$ cat src/rtl/rv_pkg.sv
// Shared RISC-V pipeline definitions used by the fetch/decode queue.
package rv_pkg;

    localparam int XLEN = 32;

    // addi x0, x0, 0 -- what decode sees when nothing valid is queued
    localparam logic [XLEN-1:0] NOP_INSTR = 32'h0000_0013;

    // One queued fetch result: instruction word, its PC and PC+4 (96 bits)
    typedef struct packed {
        logic [XLEN-1:0] instr;
        logic [XLEN-1:0] pc;
        logic [XLEN-1:0] pc_4;
    } if_id_entry_t;

endpackage

$ cat src/rtl/if_id_queue_mem.sv
// Entry storage for if_id_queue: DEPTH x 96-bit array, one synchronous
// write port, one asynchronous read port, contents never reset.
module if_id_queue_mem
    import rv_pkg::*;
#(
    parameter int DEPTH = 4
) (
    input  logic                     clk,
    input  logic                     we,
    input  logic [$clog2(DEPTH)-1:0] waddr,
    input  if_id_entry_t             wdata,
    input  logic [$clog2(DEPTH)-1:0] raddr,
    output if_id_entry_t             rdata
);

    if_id_entry_t mem [DEPTH];

    // Write the incoming entry on the rising edge when enabled
    always_ff @(posedge clk) begin
        if (we) begin
            mem[waddr] <= wdata;
        end
    end

    // Head entry is read combinationally so decode sees it in the same cycle
    always_comb begin
        rdata = mem[raddr];
    end

endmodule

$ cat src/rtl/if_id_queue.sv
// if_id_queue: circular instruction buffer between fetch and decode.
// Optional same-cycle pass-through when empty: define IF_ID_QUEUE_BYPASS_EN.
//
// Handshake: an entry moves across a boundary only in a cycle where the
// producer's valid and the consumer's ready are both high at the rising
// edge; valid never depends on the same-side ready, and ready_IF depends
// only on occupancy (a full queue refuses a push even while it pops).
// flush overrides both handshakes: nothing is pushed or popped that cycle
// and the queue empties on the edge.
module if_id_queue
    import rv_pkg::*;
#(
    parameter int DEPTH = 4
) (
    input  logic                   clk,
    input  logic                   rst,
    input  logic                   flush,
    input  logic                   valid_IF,
    input  logic [31:0]            instrCode_IF,
    input  logic [31:0]            PC_IF,
    input  logic [31:0]            PC_4_IF,
    output logic                   ready_IF,
    output logic                   valid_ID,
    input  logic                   ready_ID,
    output logic [31:0]            instrCode_ID,
    output logic [31:0]            PC_ID,
    output logic [31:0]            PC_4_ID,
    output logic [$clog2(DEPTH):0] count
);

    localparam int AW = $clog2(DEPTH);
    localparam int CW = AW + 1;
    localparam logic [CW-1:0] FULL = CW'(DEPTH);

    logic [AW-1:0] wp;
    logic [AW-1:0] rp;
    logic          empty;
    logic          bypass;
    logic          push;
    logic          pop;
    logic          store;
    logic          consume;
    if_id_entry_t  wr_entry;
    if_id_entry_t  rd_entry;

    assign empty    = (count == '0);
    assign ready_IF = (count != FULL);

`ifdef IF_ID_QUEUE_BYPASS_EN
    // Empty queue forwards a fetched word straight to decode
    assign bypass = empty && valid_IF && !flush;
`else
    assign bypass = 1'b0;
`endif

    assign valid_ID = !empty || bypass;
    assign push     = valid_IF && ready_IF && !flush;
    assign pop      = valid_ID && ready_ID && !flush;
    // A bypassed word taken by decode is never written; one not taken is
    // stored like any other push. A bypassed pop does not drain storage.
    assign store    = push && !(bypass && ready_ID);
    assign consume  = pop && !bypass;
    assign wr_entry = '{instr: instrCode_IF, pc: PC_IF, pc_4: PC_4_IF};

    if_id_queue_mem #(
        .DEPTH(DEPTH)
    ) u_mem (
        .clk  (clk),
        .we   (store),
        .waddr(wp),
        .wdata(wr_entry),
        .raddr(rp),
        .rdata(rd_entry)
    );

    // Pointer and occupancy update; flush discards everything on the edge
    always_ff @(posedge clk or negedge rst) begin
        if (!rst) begin
            wp    <= '0;
            rp    <= '0;
            count <= '0;
        end else if (flush) begin
            wp    <= '0;
            rp    <= '0;
            count <= '0;
        end else begin
            if (store) begin
                wp <= wp + 1'b1;
            end
            if (consume) begin
                rp <= rp + 1'b1;
            end
            case ({store, consume})
                2'b10:   count <= count + CW'(1);
                2'b01:   count <= count - CW'(1);
                default: count <= count;
            endcase
        end
    end

    // Decode-side outputs: bypassed input, head entry, or NOP when empty
    always_comb begin
        instrCode_ID = NOP_INSTR;
        PC_ID        = '0;
        PC_4_ID      = '0;
        if (bypass) begin
            instrCode_ID = instrCode_IF;
            PC_ID        = PC_IF;
            PC_4_ID      = PC_4_IF;
        end else if (!empty) begin
            instrCode_ID = rd_entry.instr;
            PC_ID        = rd_entry.pc;
            PC_4_ID      = rd_entry.pc_4;
        end
    end

endmodule

$ cat config.mk
export PLATFORM = sky130hd
export DESIGN_NAME = if_id_queue
export DESIGN_NICKNAME = d
export VERILOG_FILES = /design/src/rtl/rv_pkg.sv /design/src/rtl/if_id_queue_mem.sv /design/src/rtl/if_id_queue.sv
export SDC_FILE = /design/constraint.sdc
export NUM_CORES = 1
export LEC_CHECK = 0
export BUFFER_PORTS_ARGS = -buffer_cell sky130_fd_sc_hd__buf_2
export CORE_AREA = 10 10 185 187
export DETAILED_ROUTE_END_ITERATION = 12
export DIE_AREA = 0 0 195 197
export PLACE_DENSITY = 0.73
export SYNTH_ARGS = -nofsm -noshare
export SYNTH_HDL_FRONTEND = slang
export SYNTH_SLANG_ARGS = --single-unit
export TNS_END_PERCENT = 20
$ cat constraint.sdc
create_clock -name clk -period 3.94 [get_ports clk]
set_clock_uncertainty 0.05 [all_clocks]
set_input_delay 0.394 -clock clk [delete_from_list [all_inputs] [get_ports clk]]
set_output_delay 0.394 -clock clk [all_outputs]
set_load 0.03 [all_outputs]
## After elaboration in Yosys (flattened, before gate mapping)

Memory sizes are Yosys's and may differ from the RTL's.
Index checks and enable logic that the tools add are counted.

- Bits in registers: 7
- Memory bits (writable): 384
- Input port bits: 101
- Logic and storage cells: 32
- Memories: 1

- Add/subtract/negate cells: 4
- Equal/unequal tests: 3
- Mux-type cells: 11
- Reduce and logical (&&, ||, !) cells: 10

Memory list:

| memory | words | width | read ports | clocked after memory_dff | write ports | RTL line | RTL |
|---|---|---|---|---|---|---|---|
| u_mem.mem | 4 | 96 | 1 | 0 | 1 | if_id_queue_mem.sv:16 | `if_id_entry_t mem [DEPTH];` |

Operators by type and width:

| kind | count |
|---|---|
| 2-to-1 mux 32 bit | 3 |
| 2-to-1 mux 2 bit | 4 |
| one-hot mux 3 bit (2 select lines) | 1 |
| adder 2 x 1 -> 2 bit (second input constant) | 2 |
| logical AND 1 bit | 4 |
| nonzero test 2 bit | 2 |
| adder 3 x 1 -> 3 bit (second input constant) | 1 |
| zero test 3 bit | 1 |
| 2-to-1 mux 3 bit | 1 |
| inequality test 3 bit (second input constant) | 1 |
| nonzero test 3 bit | 1 |
| subtractor 3 x 1 -> 3 bit (second input constant) | 1 |
| equality test 2 x 1 -> 1 bit (second input constant) | 1 |
| equality test 2 bit (second input constant) | 1 |
| zero test 1 bit | 2 |
| 2-to-1 mux 1 bit | 2 |

## Depth between registers and ports, before layout

Gate-level depths: netlist of run 1.

- Depth in word-level cells: 7
- Depth in mapped cells: 7

## Modules after synthesis

From an unflattened synthesis of run 1, not the netlist that was laid out.

- Cells, all modules: 670
- Area total of the unflattened synthesis: 15067.0 µm²

By module, submodules not included:

| module | instances | cells an instance | area each (µm²) | seq. area each (µm²) |
|---|---|---|---|---|
| if_id_queue_mem | 1 | 506 | 13889.6 | 11531.1 |
| if_id_queue | 1 | 164 | 1177.4 | 175.2 |

## Worst setup path after synthesis of run 1

No wires, ideal clock.

- Path kind: flip-flop to flip-flop
- From: register count[0]
- To: memory u_mem.mem[2][0] (netlist bit) (enable)
- Library setup time: 0.466 ns
- Arrival time: 3.434 ns
- Data required time: 3.424 ns
- Slack: -0.009 ns
- Stages on the path, launching flop included: 5
- Clock period less this slack: 3.949 ns
- Path through: dfrtp_1 > buf_2 > nor3b_2 > nor3_1 > and2_1

- Longest elaborated chain between the ends: 5

RTL lines:

| item | RTL line | RTL |
|---|---|---|
| start, declared | if_id_queue.sv:28 | `output logic [$clog2(DEPTH):0] count` |
| start signal, assigned | if_id_queue.sv:94 | `2'b10: count <= count + CW'(1);` |
| start signal, assigned | if_id_queue.sv:95 | `2'b01: count <= count - CW'(1);` |
| start signal, assigned | if_id_queue.sv:96 | `default: count <= count;` |
| inequality test 3 bit | if_id_queue.sv:47 | `assign ready_IF = (count != FULL);` |
| logical AND 1 bit (2 in a row) | if_id_queue.sv:57 | `assign push = valid_IF && ready_IF && !flush;` |
| 2-to-1 mux 1 bit | if_id_queue_mem.sv:20 | `if (we) begin` |
| 2-to-1 mux 1 bit (not written as such) | if_id_queue_mem.sv:21 | `mem[waddr] <= wdata;` |
| end, declared | if_id_queue_mem.sv:16 |  |

No other way between the ends.

## Worst setup path in the final report of run 1

- From: register rp[0]
- To: output PC_4_ID[6]

- Longest elaborated chain between the ends: 2

RTL lines:

| item | RTL line | RTL |
|---|---|---|
| start, declared | if_id_queue.sv:36 | `logic [AW-1:0] rp;` |
| start signal, assigned | if_id_queue.sv:91 | `rp <= rp + 1'b1;` |
| memory read (4 x 96 bit) | -- |  |
| 2-to-1 mux 32 bit | if_id_queue.sv:110 | `end else if (!empty) begin` |
| end, declared | if_id_queue.sv:27 | `output logic [31:0] PC_4_ID,` |

No other way between the ends.

==> results by group, run 1 <==
Run status
  – Status: completed

Die
  – CORE AREA: just over 0.03 mm2
  – Starting Density: 49.4%
  – DIE HEIGHT: between 150 and 200 um
  – Die width: slightly below 200 um
  – DIE AREA: 0.0384 mm2
  – Row count: 64
  – IO Pins: 202

Setup path
  – Reg2reg end: u_mem.mem[3][6]
  – Maximum fanout along the worst path: 28
  – Slowest-stage cell, CP: dfrtp_4
  – Critical-path cell list: buf_4, mux4_2, and2_1, buf_2
  – Bufs and invs on worst path: 2
  – Critical Path RT: ~3.5 ns
  – CP arrival: 2.70 ns
  – Worst Setup Start Kind: register
  – Setup slack, reg-to-reg: 1.30 ns
  – Kind of end point of the critical path: output pin
  – Critical path's largest stage delay: 0.79 ns
  – FF-to-FF Start: count[0]
  – CP Class: reg2out
  – CP top delay family: flip-flops
  – Cells on worst reg2reg path: 4

STA
  – Final setup fails: 0
  – Rel. slew slack: 50.3%
  – Slew Viols, Final: 0
  – Fin. Hold Viols: 0
  – Total negative slack: 0 ns
  – Final worst path period share: 79.9%
  – Pin slew with the least headroom to its limit: 0.745 ns
  – Post-route minimum period: 3.15 ns
  – Fmax: 0.318 GHz
  – Setup repair after global routing missed its margin: no
  – Final hold slack: 0.0306 ns

Route
  – DR pass1 iterations: 4
  – Vias post-DR: slightly above 7000
  – DR iter-0 viols: 382
  – WL/cell: 23.1 um
  – Final wirelength: around 30000 um
  – DR DRC count: 0
  – Post-route ant nets: 0
  – Avg Vias per Cell: 5.49

Synthesis
  – Commonest cells in the netlist: 384 x edfxtp_1, 97 x and2_1, 96 x mux4_2, 17 x clkbuf_1, 15 x buf_2
  – Synth cell types: 36
  – Largest cells by area after synthesis: edfxtp_1 77%, mux4_2 14%, and2_1 4.0%
  – Sequential area share after synthesis: 77.8%
  – Synthesized area: roughly 0.015 mm2
  – Synth Warn #: 0
  – Synth Flop Type: edfxtp_1
  – Area leader, netlist: edfxtp_1
  – Syn_area_per_cell: 22.4 um2
  – Cells after synthesis: between 600 and 700
  – Register bit total from synthesis: 391
  – Number of flops mapped to enable cells by yosys: about 380
  – Top-count cell post-synth: edfxtp_1
  – Syn_nets: 778
  – Asr flop ratio synth: under 10%
  – Post-synth top area share: 76.6%

Worst hold path
  – Hold path cells: 1
  – Min-Delay Endpoint: u_mem.mem[0][0]
  – HP Start: PC_4_IF[0]
  – Hold Path Class: in2reg

Power
  – Flop pwr share: 47.1%
  – Gate power share: 20.1%
  – Leak: 0.00605 uW
  – Clock power frac: 32.8%
  – Peak supply drop: 0.000492 V
  – P_int: 7390 uW
  – Power per cell area: 575 mW/mm2
  – Switch Pwr: 2840 uW
  – Net Sw Frac: 27.7%

Placement
  – Final GP Congestion: 0.718
  – DP Wirelength: approximately 19000 um
  – IO buf count: approximately 200

Clocking
  – Root Buffer: clkbuf_16
  – CTS buffer count: 40
  – Max Root-Sink Buffers: 3
  – H-tree levels: 2
  – Skew-Pair Late Insertion Delay: 0.52 ns
  – Clk slew on worst S/H paths: 0.06 ns
  – CTS Sinks: 391
  – CTS tree: yes

Finish
  – Synthesis-to-finish area growth: 18.2%
  – Nets: 1001
  – Layout cells sized above 1: 40.3%

Flow run
  – Max cap viols: 0

GRT
  – Initial antenna violation count: 7
  – Total grt overflow: 0
  – Largest net degree at the start of global routing: 65
  – Vias in the first global route: between 8000 and 9000
  – First-pass GRT wire length: 47500 um
  – GRT Total Usage: 15.8%
[metal layers]
metal  up-vias  part of all wire [%]  wire (um)  global-route usage (%)
met5         -                  0.16         49                       0
li1       3197                     -          -                       -
met4         8                   1.4        439                    3.82
met1      3806                    42      12800                    20.4
met2       216                    50      15300                    26.3
met3        41                   6.6       2020                    4.43
[placed cells by master (no fill, tap or decap), types with 2 or more instances in the layout]
master / Yosys / layout
inv_1: 6 / 5
clkinv_2: 0 / 6
or2_1: 3 / 3
o21ai_0: 2 / 2
a21oi_1: 3 / 3
mux4_2: 96 / 96
nand3_1: 2 / 2
buf_4: 1 / 7
o311ai_0: 2 / 2
diode_2: 0 / 4
clkbuf_16: 0 / 40
nor3_1: 2 / 2
nand3b_1: 2 / 2
buf_2: 15 / 201
and2_4: 0 / 4
dfrtp_1: 7 / 5
ha_1: 4 / 4
dfrtp_4: 0 / 2
xor2_1: 3 / 3
and2_1: 97 / 93
a31oi_1: 2 / 2
buf_12: 0 / 9
edfxtp_1: 384 / 384
nor2_1: 5 / 5
clkinv_1: 0 / 8
clkbuf_1: 17 / 15
[flip-flops by register name, indices dropped and copies added, names as in the netlist]
register / cells
wp: 2
u_mem.mem: 384
rp: 2
count: 3
[power by group through the flow]
stage / combinational [uW] / clock, uW / sequential (uW)
after floorplan: 1510 / 0 / 4850
after global placement: 2080 / 0 / 4900
after detailed placement: 2100 / 0 / 4910
after CTS: 2100 / 3450 / 4830
after global routing: 2210 / 3620 / 4840
final: 2050 / 3360 / 4820
[through the flow]
step | worst slack (ns) | instances | util (%) | area [um2] | total power [uW]
2_1_floorplan | -0.00862 | 672 | - | 15000 | 6360
3_3_place_gp | 1.18 | 1248 | 54.5 | 16600 | 6990
3_5_place_dp | 1.21 | 1248 | 54.5 | 16600 | 7010
4_1_cts | 0.655 | 1321 | 58.4 | 17800 | 10400
5_1_grt | 0.561 | 1322 | 58.4 | 17800 | 10700
6_report | 0.794 | 1325 | 58.4 | 17800 | 10200
[repair_timing]
action | in CTS | in global routing
endpoints found under the setup margin | 0 | 0
hold buffers | 1 | 0
hold endpoints to repair | 7 | 0
buffers inserted | 0 | 0
gates resized for setup | 0 | 0
[worst max path at each step]
stage / start / endpoint / slack, ns / cells after the start
3_5_place_dp: valid_IF / u_mem.mem[3][68] / 1.21 / 5
5_1_grt: rp[0] / PC_4_ID[4] / 0.56 / 4
2_1_floorplan: count[0] / u_mem.mem[3][0] / -0.009 / 4
4_1_cts: count[0] / PC_ID[23] / 0.65 / 5
3_3_place_gp: count[0] / PC_ID[23] / 1.18 / 5
6_report: rp[0] / PC_4_ID[6] / 0.79 / 4
[logic make-up after synthesis]
kind of cell | count (synthesis) | share of synthesized area [%]
DFF | 391 | 77.8
buffers and inverters | 43 | 1.47
xor gates and xnor gates | 3 | 0.175
and+or+nand+nor | 117 | 4.87
adders and majority gates | 5 | 0.466
AOI/OAI and AO/OA | 16 | 0.765
muxes | 97 | 14.4
[worst register-to-register path, stage by stage (launching register included)]
cell     delay [ns]
dfrtp_1        0.63
nor3b_2        0.13
nor3_1         0.44
and2_4         0.69
buf_4          0.38
[cell type report]
type,count,area (um2)
Inverter,6,22.5
Tap cell,396,495
Timing Repair Buffer,218,1250
Fill cell,2271,12600
Clock inverter,17,105
Clock buffer,55,1060
Antenna cell,4,10.0
Sequential cell,391,11700
Multi-Input combinational cell,238,3130
Note: power is estimated with default switching activity, not from simulation.
==> run 2: changes to the inputs <==
--- a/config.mk
+++ b/config.mk
@@ -9,7 +9,7 @@
 export CORE_AREA = 10 10 185 187
 export DETAILED_ROUTE_END_ITERATION = 12
 export DIE_AREA = 0 0 195 197
-export PLACE_DENSITY = 0.73
+export PLACE_DENSITY = 0.7
 export SYNTH_ARGS = -nofsm -noshare
 export SYNTH_HDL_FRONTEND = slang
 export SYNTH_SLANG_ARGS = --single-unit
==> constraint.sdc (replaced) <==
create_clock -name clk -period 3.1 [get_ports clk]
set_clock_uncertainty 0.05 [all_clocks]
set_input_delay 0.31 -clock clk [delete_from_list [all_inputs] [get_ports clk]]
set_output_delay 0.31 -clock clk [all_outputs]
set_load 0.03 [all_outputs]
==> run 2 against run 1 <==
Non-clock buffer count up 105. Critical endpoint is now PC_4_ID[27]. Critical path type unchanged. Power up 32%. Final cell count up 7.8%. Sequential share of layout area down 4.1 points. Hold slack better by 0.012 ns. Clock power up 37%.
==> results by group, run 2 (synthesis results as in run 1) <==
Run status
  – Status: completed

Setup path
  – Slowest-stage cell, CP: dfrtp_4
  – Cells on worst reg2reg path: 4
  – CP Class: reg2out
  – FF-to-FF Start: count[0]
  – Critical-path cell list: buf_12, mux4_2, and2_1, buf_2
  – Setup slack, reg-to-reg: 0.77 ns
  – Kind of end point of the critical path: output pin
  – Origin of the worst setup path: rp[0]
  – CP arrival: ~2.4 ns
  – Worst Setup Start Kind: register
  – Maximum fanout along the worst path: 35
  – Critical Path RT: 2.74 ns
  – Critical path's largest stage delay: between 0.6 and 0.7 ns
  – Reg2reg end: u_mem.mem[2][94]
  – CP endpoint: PC_4_ID[27]

Clocking
  – CTS buffer count: 41
  – Root Buffer: clkbuf_16
  – Clk slew on worst S/H paths: 0.06 ns
  – CTS tree: yes
  – # Post-CTS Setup Buffers: 0
  – H-tree levels: 2
  – CTS Sinks: 391
  – Max Root-Sink Buffers: 3
  – Skew-Pair Late Insertion Delay: 0.51 ns

Power
  – Leak: about 0.0066 uW
  – Peak supply drop: 0.000598 V
  – Power per cell area: 712 mW/mm2

Finish
  – Final cell utilization of the core: 62.3%
  – Synthesis-to-finish area growth: 26.1%
  – Nets: between 1000 and 1500
  – Top reg by flops: u_mem.mem
  – Max reg flops: 384
  – Most frequent cells in the layout: 384 x edfxtp_1, 201 x buf_2, 97 x dlygate4sd3_1
  – Largest regs: u_mem.mem (384), count (3)
  – Commonest non-fill, non-tap cell in the layout: edfxtp_1
  – Layout cells sized above 1: around 38%
  – Final Cell Area: 0.0190 mm2
  – Layout fillers: 2168

Route
  – DR DRC count: 0
  – WL/cell: about 22 um
  – DR iter-0 viols: approximately 430
  – Avg Vias per Cell: 5.33
  – DR pass1 iterations: 4
  – Post-route ant nets: 0
  – Final wirelength: 31600 um
  – Vias post-DR: 7613

GRT
  – Total grt overflow: 0
  – GRT Total Usage: between 10% and 20%
  – Largest net degree at the start of global routing: 63
  – First-pass GRT wire length: approximately 50000 um
  – Initial antenna violation count: 2
  – Vias in the first global route: 8489

STA
  – Total negative slack: 0 ns
  – Final worst path period share: between 80% and 90%
  – Setup WS post-layout: about 0.31 ns
  – Rel. slew slack: 59.1%
  – Post-route minimum period: 2.79 ns
  – Final setup fails: 0
  – Fin. Hold Viols: 0
  – Final hold slack: 0.0429 ns
  – Slew Viols, Final: 0
  – Pin slew with the least headroom to its limit: 0.613 ns
  – Setup repair after global routing missed its margin: no
  – Fmax: 0.359 GHz

Die
  – Die width: 195 um
  – Row count: 64
  – DIE AREA: 0.0384 mm2
  – IO Pins: 202
  – CORE AREA: 0.0304 mm2
  – DIE HEIGHT: 197 um
  – Starting Density: approximately half

Placement
  – Worst slack, placed: 0.719 ns
  – Final GP Congestion: 0.750
  – IO buf count: approximately 200
  – Placed instance area: ~0.017 mm2
  – DP Wirelength: 19200 um

Worst hold path
  – Hold Path Class: in2reg

Flow run
  – Max cap viols: 0
[run 2: stage by stage]
stage,total power (uW),std cells
after floorplan,8080,672
after global placement,8920,1257
after detailed placement,8950,1257
after CTS,13700,1426
after global routing,14100,1427
final,13500,1428
[run 2: report_power, final]
part / total [uW] / switching [uW] / internal, uW
clock network: 4610 / 1850 / 2770
registers: 6090 / 99.4 / 5990
logic: 2790 / 1690 / 1100
[run 2: routing by layer]
metal | vias to the layer above | GRT usage [%] | routed length, um
met2 | 212 | 27.9 | 16100
met3 | 41 | 3.24 | 1440
li1 | 3410 | - | -
met5 | - | 0 | 0
met4 | 0 | 4.13 | 557
met1 | 3950 | 21.0 | 13400
[run 2: critical path, delay by kind of cell, from the launching register on]
family                 cells  cell delay [ns]
buffers and inverters      2             0.53
flip-flops                 1             0.63
multiplexers               1             0.54
AND/OR/NAND/NOR            1             0.19
[run 2: worst min path at each step]
stage / startpoint / end / slack [ns] / depth (start not counted)
after floorplan: rst / count[0] / -0.04 / 0
after global placement: rst / wp[1] / 0.11 / 1
after detailed placement: rst / wp[1] / 0.12 / 1
after CTS: flush / rp[1] / 0.02 / 2
after global routing: flush / rp[1] / 0.04 / 2
final: flush / rp[1] / 0.04 / 2
[run 2: cell type report]
type / instances / area, um2 / share of cell area (%)
Sequential cell: 391 / 11700 / 61.8
Multi-Input combinational cell: 238 / 3130 / 16.5
Timing Repair Buffer: 323 / 2310 / 12.2
Clock buffer: 50 / 1100 / 5.81
Tap cell: 396 / 495 / 2.61
Clock inverter: 22 / 184 / 0.970
Inverter: 6 / 22.5 / 0.119
Antenna cell: 2 / 5.00 / 0.0264
[run 2: repair_timing]
action                                  4_1_cts  5_1_grt
hold buffers                                 97        0
endpoints found under the setup margin        0        0
gates resized for setup                       0        0
hold endpoints to repair                    388        0
==> run 3: changes to the inputs <==
--- a/config.mk
+++ b/config.mk
@@ -5,11 +5,12 @@
 export SDC_FILE = /design/constraint.sdc
 export NUM_CORES = 1
 export LEC_CHECK = 0
-export BUFFER_PORTS_ARGS = -buffer_cell sky130_fd_sc_hd__buf_2
-export CORE_AREA = 10 10 185 187
+export ABC_AREA = 1
+export CAP_MARGIN = 20
+export CORE_AREA = 10 10 187 189
 export DETAILED_ROUTE_END_ITERATION = 12
-export DIE_AREA = 0 0 195 197
-export PLACE_DENSITY = 0.7
+export DIE_AREA = 0 0 197 199
+export DONT_BUFFER_PORTS = 1
 export SYNTH_ARGS = -nofsm -noshare
 export SYNTH_HDL_FRONTEND = slang
 export SYNTH_SLANG_ARGS = --single-unit
==> run 3 against run 2 <==
Count of clock-buffer cells in the layout increased by 1. Synthesized cell count increased by 78%. First-iteration DRC count increased by 49%. Sequential cell count unchanged. Sequential power increased by 3%. Hold slack got worse by 0.018 ns. Maximum frequency decreased by 3.4%.
==> results by group, run 3 <==
Run status
  – Status: completed

Placement
  – DP Wirelength: a little under 20000 um
  – Worst slack, placed: 0.681 ns
  – IO buf count: 0
  – Placed instance area: 0.0165 mm2
  – Final GP Congestion: 0.748

Setup path
  – Critical Path RT: between 2 and 3 ns
  – Reg2reg end: u_mem.mem[0][6]
  – CP arrival: 2.53 ns
  – FF-to-FF Start: count[2]
  – Cells on worst reg2reg path: 6
  – CP Class: reg2out
  – Maximum fanout along the worst path: around 190
  – Kind of end point of the critical path: output pin
  – Worst Setup Start Kind: register
  – Setup slack, reg-to-reg: 0.70 ns

Die
  – Die width: slightly below 200 um
  – CORE AREA: 0.0312 mm2
  – IO Pins: 202
  – DIE HEIGHT: 199 um
  – Row count: 65
  – Starting Density: 49.2%
  – DIE AREA: around 0.04 mm2

STA
  – Pin slew with the least headroom to its limit: ~0.87 ns
  – Post-route minimum period: about 2.9 ns
  – Total negative slack: 0 ns
  – Fin. Hold Viols: 0
  – Setup WS post-layout: 0.213 ns
  – Slew Viols, Final: 0
  – Rel. slew slack: 42.3%
  – Fmax: 0.346 GHz
  – Final setup fails: 0
  – Final worst path period share: 93.1%
  – Setup repair after global routing missed its margin: no

Worst hold path
  – Min-Delay Endpoint: wp[1]
  – Hold path cells: 3
  – Hold Path Class: in2reg
  – HP Start: valid_IF

Route
  – Final wirelength: approximately 36000 um
  – DR pass1 iterations: 5
  – Vias post-DR: 9619
  – DR iter-0 viols: 636
  – DR DRC count: 0
  – Avg Vias per Cell: 5.32
  – WL/cell: 19.7 um
  – Post-route ant nets: 0

Power
  – Clock power frac: 26.6%
  – Flop pwr share: a little under two fifths
  – Peak supply drop: roughly 0.00067 V
  – Switch Pwr: 6140 uW
  – Power per cell area: slightly below 900 mW/mm2
  – Leak: 0.00649 uW
  – Net Sw Frac: between 30% and 40%
  – Gate power share: 35.8%
  – P_int: 10500 uW
  – Overall Power: between 15000 and 20000 uW

Synthesis
  – Sequential area share after synthesis: 76.2%
  – Syn_area_per_cell: 12.9 um2
  – Synth Area in Adders: 0.456%
  – Syn_nets: 1299
  – Top-count cell post-synth: nor2_1
  – Synth Flop Type: edfxtp_1
  – Synth cell types: 26
  – Commonest cells in the netlist: 389 x nor2_1, 384 x edfxtp_1, 116 x o21ai_0, 96 x a21oi_1, 77 x o21ai_1
  – Cells after synthesis: around 1200
  – Asr flop ratio synth: 1.79%
  – Largest family of logic cells by synthesized area: simple AND/OR/NAND/NOR gates
  – Mux share of post-synthesis cell area: 0%
  – Register bit total from synthesis: about 390
  – Largest cells by area after synthesis: edfxtp_1 75%, nor2_1 9.5%, o21ai_0 3.8%
  – Post-synth top area share: 75.1%
  – Synth Warn #: 0
  – Area leader, netlist: edfxtp_1
  – Compound-Gate Fraction of Synth Area: roughly a tenth
  – Synth Area in XOR/XNOR: 0.0570%
  – Synthesized area: 0.0154 mm2
  – Post-synthesis simple-gate area fraction: 10.4%
  – Number of flops mapped to enable cells by yosys: 384

Clocking
  – CTS buffer count: 40
  – CTS Sinks: 391
  – Skew-Pair Late Insertion Delay: 0.51 ns
  – Root Buffer: clkbuf_16
  – Max Root-Sink Buffers: 3
  – Clk slew on worst S/H paths: 0.06 ns
  – H-tree levels: 2
  – CTS tree: yes

GRT
  – Routing usage on met3: roughly 4.3%
  – First-pass GRT wire length: 54700 um
  – Largest net degree at the start of global routing: between 150 and 200
  – Initial antenna violation count: 3
  – Vias in the first global route: 9580
  – Most used routing layer in global routing: met2
  – Grt met2 use: 30.1%
  – Total grt overflow: 0
  – M1 GR Usage: 22.6%
  – GRT Total Usage: 17.7%

Finish
  – Max reg flops: 384
  – Largest regs: u_mem.mem (384), count (3)
  – Commonest non-fill, non-tap cell in the layout: nor2_1
  – Most frequent cells in the layout: 385 x nor2_1, 384 x edfxtp_1, 116 x o21ai_0
  – Layout cells sized above 1: a little over an eighth
  – Final Cell Area: 0.0187 mm2
  – Synthesis-to-finish area growth: 21.5%
  – Final cell utilization of the core: 59.8%
  – Nets: 1484
  – Top reg by flops: u_mem.mem

Flow run
  – Max cap viols: 0
## run 3: changes by cell type after synthesis, moves of 4 or more
cell / change
nor2_1: +384
clkbuf_2: +15
a21oi_1: +93
inv_2: +4
nand2_1: +17
mux4_2: -96
and2_1: -97
o21ai_0: +114
o21ai_1: +77
buf_6: +5
buf_4: +20
## run 3: kinds of logic after synthesis
family / Yosys count
XOR/XNOR: 1
flip-flops: 391
AO/OA/AOI/OAI: 293
AND/OR/NAND/NOR: 415
adder cells (fa/ha/maj): 5
buffers and inverters: 88
## run 3: final cells by class
type	count	area [um2]
fillers	2419	12600
flip-flops and latches	391	11700
well taps	402	503
repair buffers	217	2000
diodes	3	7.51
clock inverters	16	133
inverters	14	61.3
multi-input cells	714	3190
clock buffers	51	1060
## run 3: how the worst max path moves through the flow
| stage | from | end | slack, ns |
|---|---|---|---|
| 4_1_cts | count[2] | PC_4_ID[19] | 0.20 |
| 2_1_floorplan | count[2] | u_mem.mem[0][0] | 0.007 |
| 6_report | rp[0] | PC_4_ID[19] | 0.21 |
| 5_1_grt | rp[0] | PC_4_ID[15] | 0.07 |
| 3_5_place_dp | count[2] | u_mem.mem[0][7] | 0.68 |
| 3_3_place_gp | count[2] | u_mem.mem[0][6] | 0.71 |
## run 3: power by group through the flow
stage          clock, uW  sequential [uW]  combinational, uW
2_1_floorplan          0             6360               3880
3_3_place_gp           0             6370               5870
3_5_place_dp           0             6380               5880
4_1_cts             4520             6270               6070
5_1_grt             4740             6290               6480
6_report            4430             6270               5980
## run 3: routing by layer
layer | wire length (um) | vias up
met5 | 0 | -
met4 | 425 | 0
met3 | 1960 | 35
met2 | 17800 | 201
met1 | 15400 | 4778
li1 | - | 4605
## run 3: critical path, stage by stage, from the launching register on
cell	delay [ns]
dfrtp_4	0.46
buf_16	0.59
nor2_1	0.11
nor2_1	0.11
o21ai_1	0.07
a21oi_1	0.30
buf_4	0.23
## run 3: stage by stage
step           std cells  hold WS [ns]
6_report            1808        0.0247
3_3_place_gp        1639       -0.0353
4_1_cts             1805       0.00927
3_5_place_dp        1639       -0.0353
2_1_floorplan       1193       -0.0356
5_1_grt             1808        0.0428
## run 3: timing repair
item / 4_1_cts / 5_1_grt
hold buffers: 99 / 0
buffers inserted: 0 / 0
hold endpoints to repair: 397 / 0
gates resized for setup: 0 / 1
setup endpoints to repair: 0 / 1
